File: config.mk
export PLATFORM = sky130hd
export DESIGN_NAME = calc_sequencer
export DESIGN_NICKNAME = d
export VERILOG_FILES = /design/src/rtl/calc_pkg.sv /design/src/rtl/button_conditioner.sv /design/src/rtl/calc_sequencer.sv
export SDC_FILE = /design/constraint.sdc
export NUM_CORES = 1
export LEC_CHECK = 0
export ABC_AREA = 1
export CAP_MARGIN = 10
export CORE_MARGIN = 1.5
export CORE_UTILIZATION = 49
export CTS_CLUSTER_SIZE = 12
export DETAILED_ROUTE_END_ITERATION = 10
export GPL_TIMING_DRIVEN = 1
export HOLD_SLACK_MARGIN = 0.03
export PLACE_DENSITY = 0.76
export SYNTH_ARGS = -nofsm -noshare
export SYNTH_HDL_FRONTEND = slang
export SYNTH_SLANG_ARGS = --single-unit
File: constraint.sdc
create_clock -name CLK -period 1.31 [get_ports CLK]
set_input_delay 0.1965 -clock CLK [delete_from_list [all_inputs] [get_ports CLK]]
set_output_delay 0.1965 -clock CLK [all_outputs]
set_load 0.1 [all_outputs]
File: src/rtl/calc_pkg.sv
// Shared types and helpers for the TRISC calculator control sequencer.
package calc_pkg;

  typedef enum logic [2:0] {
    StIdle,
    StOperand,
    StExec,
    StShow,
    StChain
  } state_e;

  localparam logic ActiveLo   = 1'b0;
  localparam logic InactiveLo = 1'b1;

  // Width of an operand index; never narrower than one bit.
  function automatic int unsigned idx_width(input int unsigned n);
    return (n > 1) ? $clog2(n) : 1;
  endfunction

endpackage

File: src/rtl/button_conditioner.sv
// Synchronises an active-low raw push-button and emits one registered pulse per debounced press.
module button_conditioner #(
  parameter int unsigned DEBOUNCE_CYCLES = 4
) (
  input  logic CLK,
  input  logic CLR,
  input  logic btn_n,
  output logic press
);

  localparam int unsigned CntW = (DEBOUNCE_CYCLES > 1) ? $clog2(DEBOUNCE_CYCLES) : 1;
  localparam logic [CntW-1:0] CntLast = CntW'(DEBOUNCE_CYCLES - 1);

  logic            sync1_q, sync2_q;
  logic [CntW-1:0] cnt_q, cnt_d;
  logic            armed_q, armed_d;
  logic            press_q, press_d;

  always_comb begin
    cnt_d   = cnt_q;
    armed_d = armed_q;
    press_d = 1'b0;
    if (sync2_q) begin
      cnt_d   = '0;
      armed_d = 1'b1;
    end else if (armed_q) begin
      if (cnt_q == CntLast) begin
        press_d = 1'b1;
        armed_d = 1'b0;
        cnt_d   = '0;
      end else begin
        cnt_d = cnt_q + CntW'(1);
      end
    end
  end

  // Synchroniser clears to "pressed" and the arm flag to 0, so a button held through
  // reset must be seen released before it can fire.
  always_ff @(posedge CLK) begin
    if (CLR) begin
      sync1_q <= 1'b0;
      sync2_q <= 1'b0;
      cnt_q   <= '0;
      armed_q <= 1'b0;
      press_q <= 1'b0;
    end else begin
      sync1_q <= btn_n;
      sync2_q <= sync1_q;
      cnt_q   <= cnt_d;
      armed_q <= armed_d;
      press_q <= press_d;
    end
  end

  assign press = press_q;

endmodule

File: src/rtl/calc_sequencer.sv
// Control sequencer: operand entry, execute, result display, with undo and chained results.
module calc_sequencer
  import calc_pkg::*;
#(
  parameter int unsigned N_OPERANDS      = 2,
  parameter int unsigned DEBOUNCE_CYCLES = 4,
  parameter int unsigned CHAIN_EN        = 1
) (
  input  logic                                CLK,
  input  logic                                CLR,
  input  logic                                Enter,
  input  logic                                Undo,
  input  logic                                Chain,
  output logic [N_OPERANDS-1:0]               OP_Load,
  output logic                                R_Load,
  output logic                                OU_Load,
  output logic                                RESET,
  output logic                                IU_AU,
  output logic                                FB_Sel,
  output logic [idx_width(N_OPERANDS)-1:0]    Step,
  output logic                                Done
);

  localparam int unsigned     IdxW    = idx_width(N_OPERANDS);
  localparam logic [IdxW-1:0] IdxLast = IdxW'(N_OPERANDS - 1);

  state_e          state_q, state_d;
  logic [IdxW-1:0] idx_q, idx_d;
  logic            done_q;
  logic            enter_ev, undo_ev;

  button_conditioner #(.DEBOUNCE_CYCLES(DEBOUNCE_CYCLES)) u_enter_cond (
    .CLK   (CLK),
    .CLR   (CLR),
    .btn_n (Enter),
    .press (enter_ev)
  );

  button_conditioner #(.DEBOUNCE_CYCLES(DEBOUNCE_CYCLES)) u_undo_cond (
    .CLK   (CLK),
    .CLR   (CLR),
    .btn_n (Undo),
    .press (undo_ev)
  );

  // Undo always wins over a coincident Enter.
  always_comb begin
    state_d = state_q;
    idx_d   = idx_q;
    case (state_q)
      StIdle: begin
        if (enter_ev && !undo_ev) begin
          state_d = StOperand;
          idx_d   = '0;
        end
      end
      StOperand: begin
        if (undo_ev) begin
          if (idx_q == '0) state_d = StIdle;
          else             idx_d   = idx_q - IdxW'(1);
        end else if (enter_ev) begin
          if (idx_q == IdxLast) begin
            state_d = StExec;
            idx_d   = '0;
          end else begin
            idx_d = idx_q + IdxW'(1);
          end
        end
      end
      StExec: state_d = StShow;
      StShow: begin
        if (undo_ev) begin
          state_d = StIdle;
        end else if (enter_ev) begin
          idx_d   = '0;
          state_d = (Chain && (CHAIN_EN != 0)) ? StChain : StOperand;
        end
      end
      StChain: begin
        state_d = StOperand;
        idx_d   = IdxW'(1);
      end
      default: begin
        state_d = StIdle;
        idx_d   = '0;
      end
    endcase
  end

  always_comb begin
    OP_Load = {N_OPERANDS{InactiveLo}};
    R_Load  = InactiveLo;
    OU_Load = 1'b0;
    RESET   = InactiveLo;
    IU_AU   = 1'b0;
    FB_Sel  = 1'b0;
    Step    = '0;
    case (state_q)
      StIdle: begin
        RESET   = ActiveLo;
        OU_Load = 1'b1;
      end
      StOperand: begin
        Step = idx_q;
        for (int unsigned i = 0; i < N_OPERANDS; i++) begin
          if (idx_q == IdxW'(i)) OP_Load[i] = ActiveLo;
        end
      end
      StExec: begin
        R_Load = ActiveLo;
        IU_AU  = 1'b1;
      end
      StShow: IU_AU = 1'b1;
      StChain: begin
        OP_Load[0] = ActiveLo;
        FB_Sel     = 1'b1;
        IU_AU      = 1'b1;
      end
      default: ;
    endcase
  end

  always_ff @(posedge CLK) begin
    if (CLR) begin
      state_q <= StIdle;
      idx_q   <= '0;
      done_q  <= 1'b0;
    end else begin
      state_q <= state_d;
      idx_q   <= idx_d;
      done_q  <= (state_d == StShow) && (state_q != StShow);
    end
  end

  assign Done = done_q;

endmodule
==> run summary <==
The run finished, with violations left. The final reports fail on setup timing. After synthesis, the mean cell area works out to 7.07 µm². For the via count of the first global-routing pass, the log shows 655. The effective utilization at floorplan came out at 54.9%. The routed design has 2020 µm of wire. Number of storage elements in the synthesis netlist: 17.

Type of element launching the critical path: a flop. The tools report the clock sink count as 17. Buffers placed on the I/O ports in this run total 13. The register with the most flip-flops in the layout has 3 of them.

The largest registers in the layout are state_q x3, u_enter_cond.cnt_q x2, u_undo_cond.cnt_q x2. The worst-margin pin slew is 0.254 ns. The cell count after synthesis was 106. After detailed routing, no signal wire sits above met4. Of the post-synthesis cell area, the dominant cell type holds 45.4%. After detailed routing, the number of remaining DRC violations is 0. For the worst-skew pair, the clock arrives at the later sink with an insertion delay of 0.28 ns. The signal on the critical path passes through nor2_4 > nand2_2 > nor2_4 > inv_8 > o21ai_4 > buf_12.

The first routing iteration left 18 violations. Placer congestion estimate: 0.789. Counting every net in the synthesized netlist gives 113. The routed length per instance was 13.3 µm; the maximum clock path buffer count was 2. For the pin count of the biggest net entering global routing, the log shows 10. In this run the clock root is driven by a clkbuf_4.

Largest area contributor in the netlist: dfxtp_1. Setup violations remaining at the end of the flow were counted as 10. The die covers 1770 µm². The length of routed met3 wiring was 94 µm.

TritonCTS created 3 clock buffers. Die boundary width: 42.1 µm. Number of maximum-capacitance constraint violations: 0. The hold-fix buffer count after cts is 0. The share of post-route cells with drive strength above 1 was 36.5%; the buffering stage count on the worst path with inverters included was 2.

The required time at the endpoint of the critical path is 1.11 ns, and the portion of the post-synthesis area used by sequential elements is 45.4%. The layout-stage area growth over the synthesis result was 64.9%. STA classifies the critical path endpoint as an output port. Of the available clock period, the critical path in the final layout requires 121%. The detail route stage leaves a number of antenna-violating nets equal to 0.

Counting flops per register, the top entry is state_q. Timing would allow up to 630 MHz. TritonCTS built the clock tree. The largest stage delay on the critical path is 0.38 ns. The floorplan core area was 1370 µm²; the total global routing overflow was 0.

The kind of critical path was reg -> out. Counting stages on the worst path, the most repeated cell is nor2_4. The die is 42.1 µm tall. After detailed routing, the number of vias per cell comes to 5.37. The run gives 145 as the layout net count. After detailed routing, the wire length on met1 is 838 µm.

The number of top-level pins is 14. For this design the ratio of total power to cell area is 689 nW/µm². The tools report the post-placement cell area as 1050 µm². The worst hold path belongs to the class reg -> reg.

The first-pass detailed-route iteration total is 4, and the number of levels in the clock H-tree is 1. The standard cell with the maximum stage delay on the critical path was dfxtp_4. The count of synthesis-stage warnings from yosys is 0, and the relative slew slack is 82.9%. For the wire length of the first global-routing pass, the log shows 2620 µm.

The final critical delay including setup and external delays was 1.59 ns. Sorting the synthesized cells by area gives the leading types as dfxtp_1 (45%), inv_1 (11%), nor2_1 (11%), nand2_1 (6.5%), a21oi_1 (4.0%). In the global route stage, overall resource usage came out at 19.1%. Setup repair after global routing could not meet its margin everywhere. The logs give 0 for the initial antenna violation count and 1240 µm² for the total non-filler cell area in the finished layout. On the final layout, the worst clock skew is 0.00482 ns. The run gives 59 as the count of fill cells added during filler insertion. The number of max-slew violations in the final report came out at 0.

The logs give 982 µm for the wire length on met2 and 1.39 ns for the critical path data arrival time. The total count of hold-check failures in the final report is 0, and the largest driver fanout on the critical path is 3. The worst-case IR drop observed on VDD is 0.000803 V.

The run gives 816 as the via count. The cell area that synthesis handed to floorplanning was 749 µm². The worst setup margin is -0.278 ns, and the clock-pin transition on the worst setup and hold timing paths is 0.09 ns. In this run the core area contains 13 standard-cell rows. The top cell family by delay on the critical path is simple AND/OR/NAND/NOR gates. The leakage power total is 0.548 nW, and the number of antenna repair diodes is 0.

At the placement stage, the worst setup path has a slack of 0.0205 ns. Detailed placement ended at an HPWL of 1070 µm. The final core area utilization is 90.5%. The tools report the distinct cell type count of the synthesized netlist as 17.
==> report_power, final <==
part	switching [mW]	internal, mW	total (mW)
logic	0.0275	0.0272	0.0548
registers	0.00840	0.526	0.535
clock network	0.145	0.118	0.263
==> worst register-to-register path: stages, from the launching register on <==
cell,delay [ns]
dfxtp_4,0.38
nor2_4,0.13
buf_4,0.12
nand3_1,0.14
nand3_1,0.13
nand2_1,0.09
a21oi_1,0.22
nor2_1,0.07
==> kinds of logic after synthesis <==
family / count (synthesis) / share of synthesized area, %
AO/OA/AOI/OAI: 13 / 9.35
adder cells (fa/ha/maj): 2 / 3.34
buffers and inverters: 25 / 12.5
flip-flops: 17 / 45.4
AND/OR/NAND/NOR: 49 / 29.4
==> cells in the final DEF, fill, tap and decap left out, types with 3 or more instances in the layout <==
cell type,Yosys,final
nor2_4,1,4
buf_4,0,11
dfxtp_4,0,3
nand3_1,5,5
buf_6,0,4
clkbuf_4,0,3
inv_1,22,19
nand2_4,0,5
nor2_1,21,18
clkdlybuf4s50_1,0,4
o21ai_0,5,4
a21oi_1,6,5
nand2_1,13,9
dfxtp_1,17,14
buf_12,0,9
nor4_1,3,3
==> final cells by class <==
| type | count | area [µm²] | share of cell area [%] |
|---|---|---|---|
| Sequential cell | 17 | 352 | 28.4 |
| Tap cell | 15 | 18.8 | 1.52 |
| Inverter | 24 | 104 | 8.40 |
| Clock buffer | 4 | 26.3 | 2.13 |
| Timing Repair Buffer | 28 | 348 | 28.1 |
| Multi-Input combinational cell | 64 | 388 | 31.4 |
==> metrics by stage <==
| stage | total power [mW] | hold slack, ns | std cells | setup TNS [ns] |
|---|---|---|---|---|
| after global routing | 0.900 | 0.417 | 152 | -1.92 |
| after CTS | 0.858 | 0.403 | 144 | -0.788 |
| final | 0.852 | 0.403 | 152 | -1.30 |
| after floorplan | 0.578 | 0.273 | 106 | -1.74 |
| after detailed placement | 0.603 | 0.396 | 135 | 0 |
| after global placement | 0.600 | 0.390 | 135 | 0 |
==> worst paths after layout <==
kind | start | endpoint | slack (ns) | cells after the start
max reg2reg | state_q[1]$_SDFF_PP0_ | idx_q$_SDFFE_PP0P_ | -0.07 | 7
max | state_q[1]$_SDFF_PP0_ | OP_Load[0] | -0.28 | 6
min reg2reg | u_undo_cond.sync1_q$_SDFF_PP0_ | u_undo_cond.sync2_q$_SDFF_PP0_ | 0.40 | 2
min | u_undo_cond.sync1_q$_SDFF_PP0_ | u_undo_cond.sync2_q$_SDFF_PP0_ | 0.40 | 2
==> synth_stat cells <==
library cell and instances:
a21oi_1 6, clkbuf_1 1, dfxtp_1 17, ha_1 2
inv_1 22, inv_2 2, nand2_1 13, nand2_2 3
nand3_1 5, nand4_1 1, nor2_1 21, nor2_2 2
nor2_4 1, nor4_1 3, o211ai_1 1, o21a_1 1
o21ai_0 5
==> per-layer routing <==
metal	vias to the layer above	GRT usage, %
li1	391	-
met2	33	32.2
met4	0	13.1
met3	12	2.59
met5	-	0
met1	380	22.1
==> what timing repair did <==
action                     CTS  global route
setup endpoints to repair    8             9
gates resized for setup      6            13
setup buffers                5             8
pin swaps                    3             6
No activity file was read; power rests on OpenSTA's default activity.
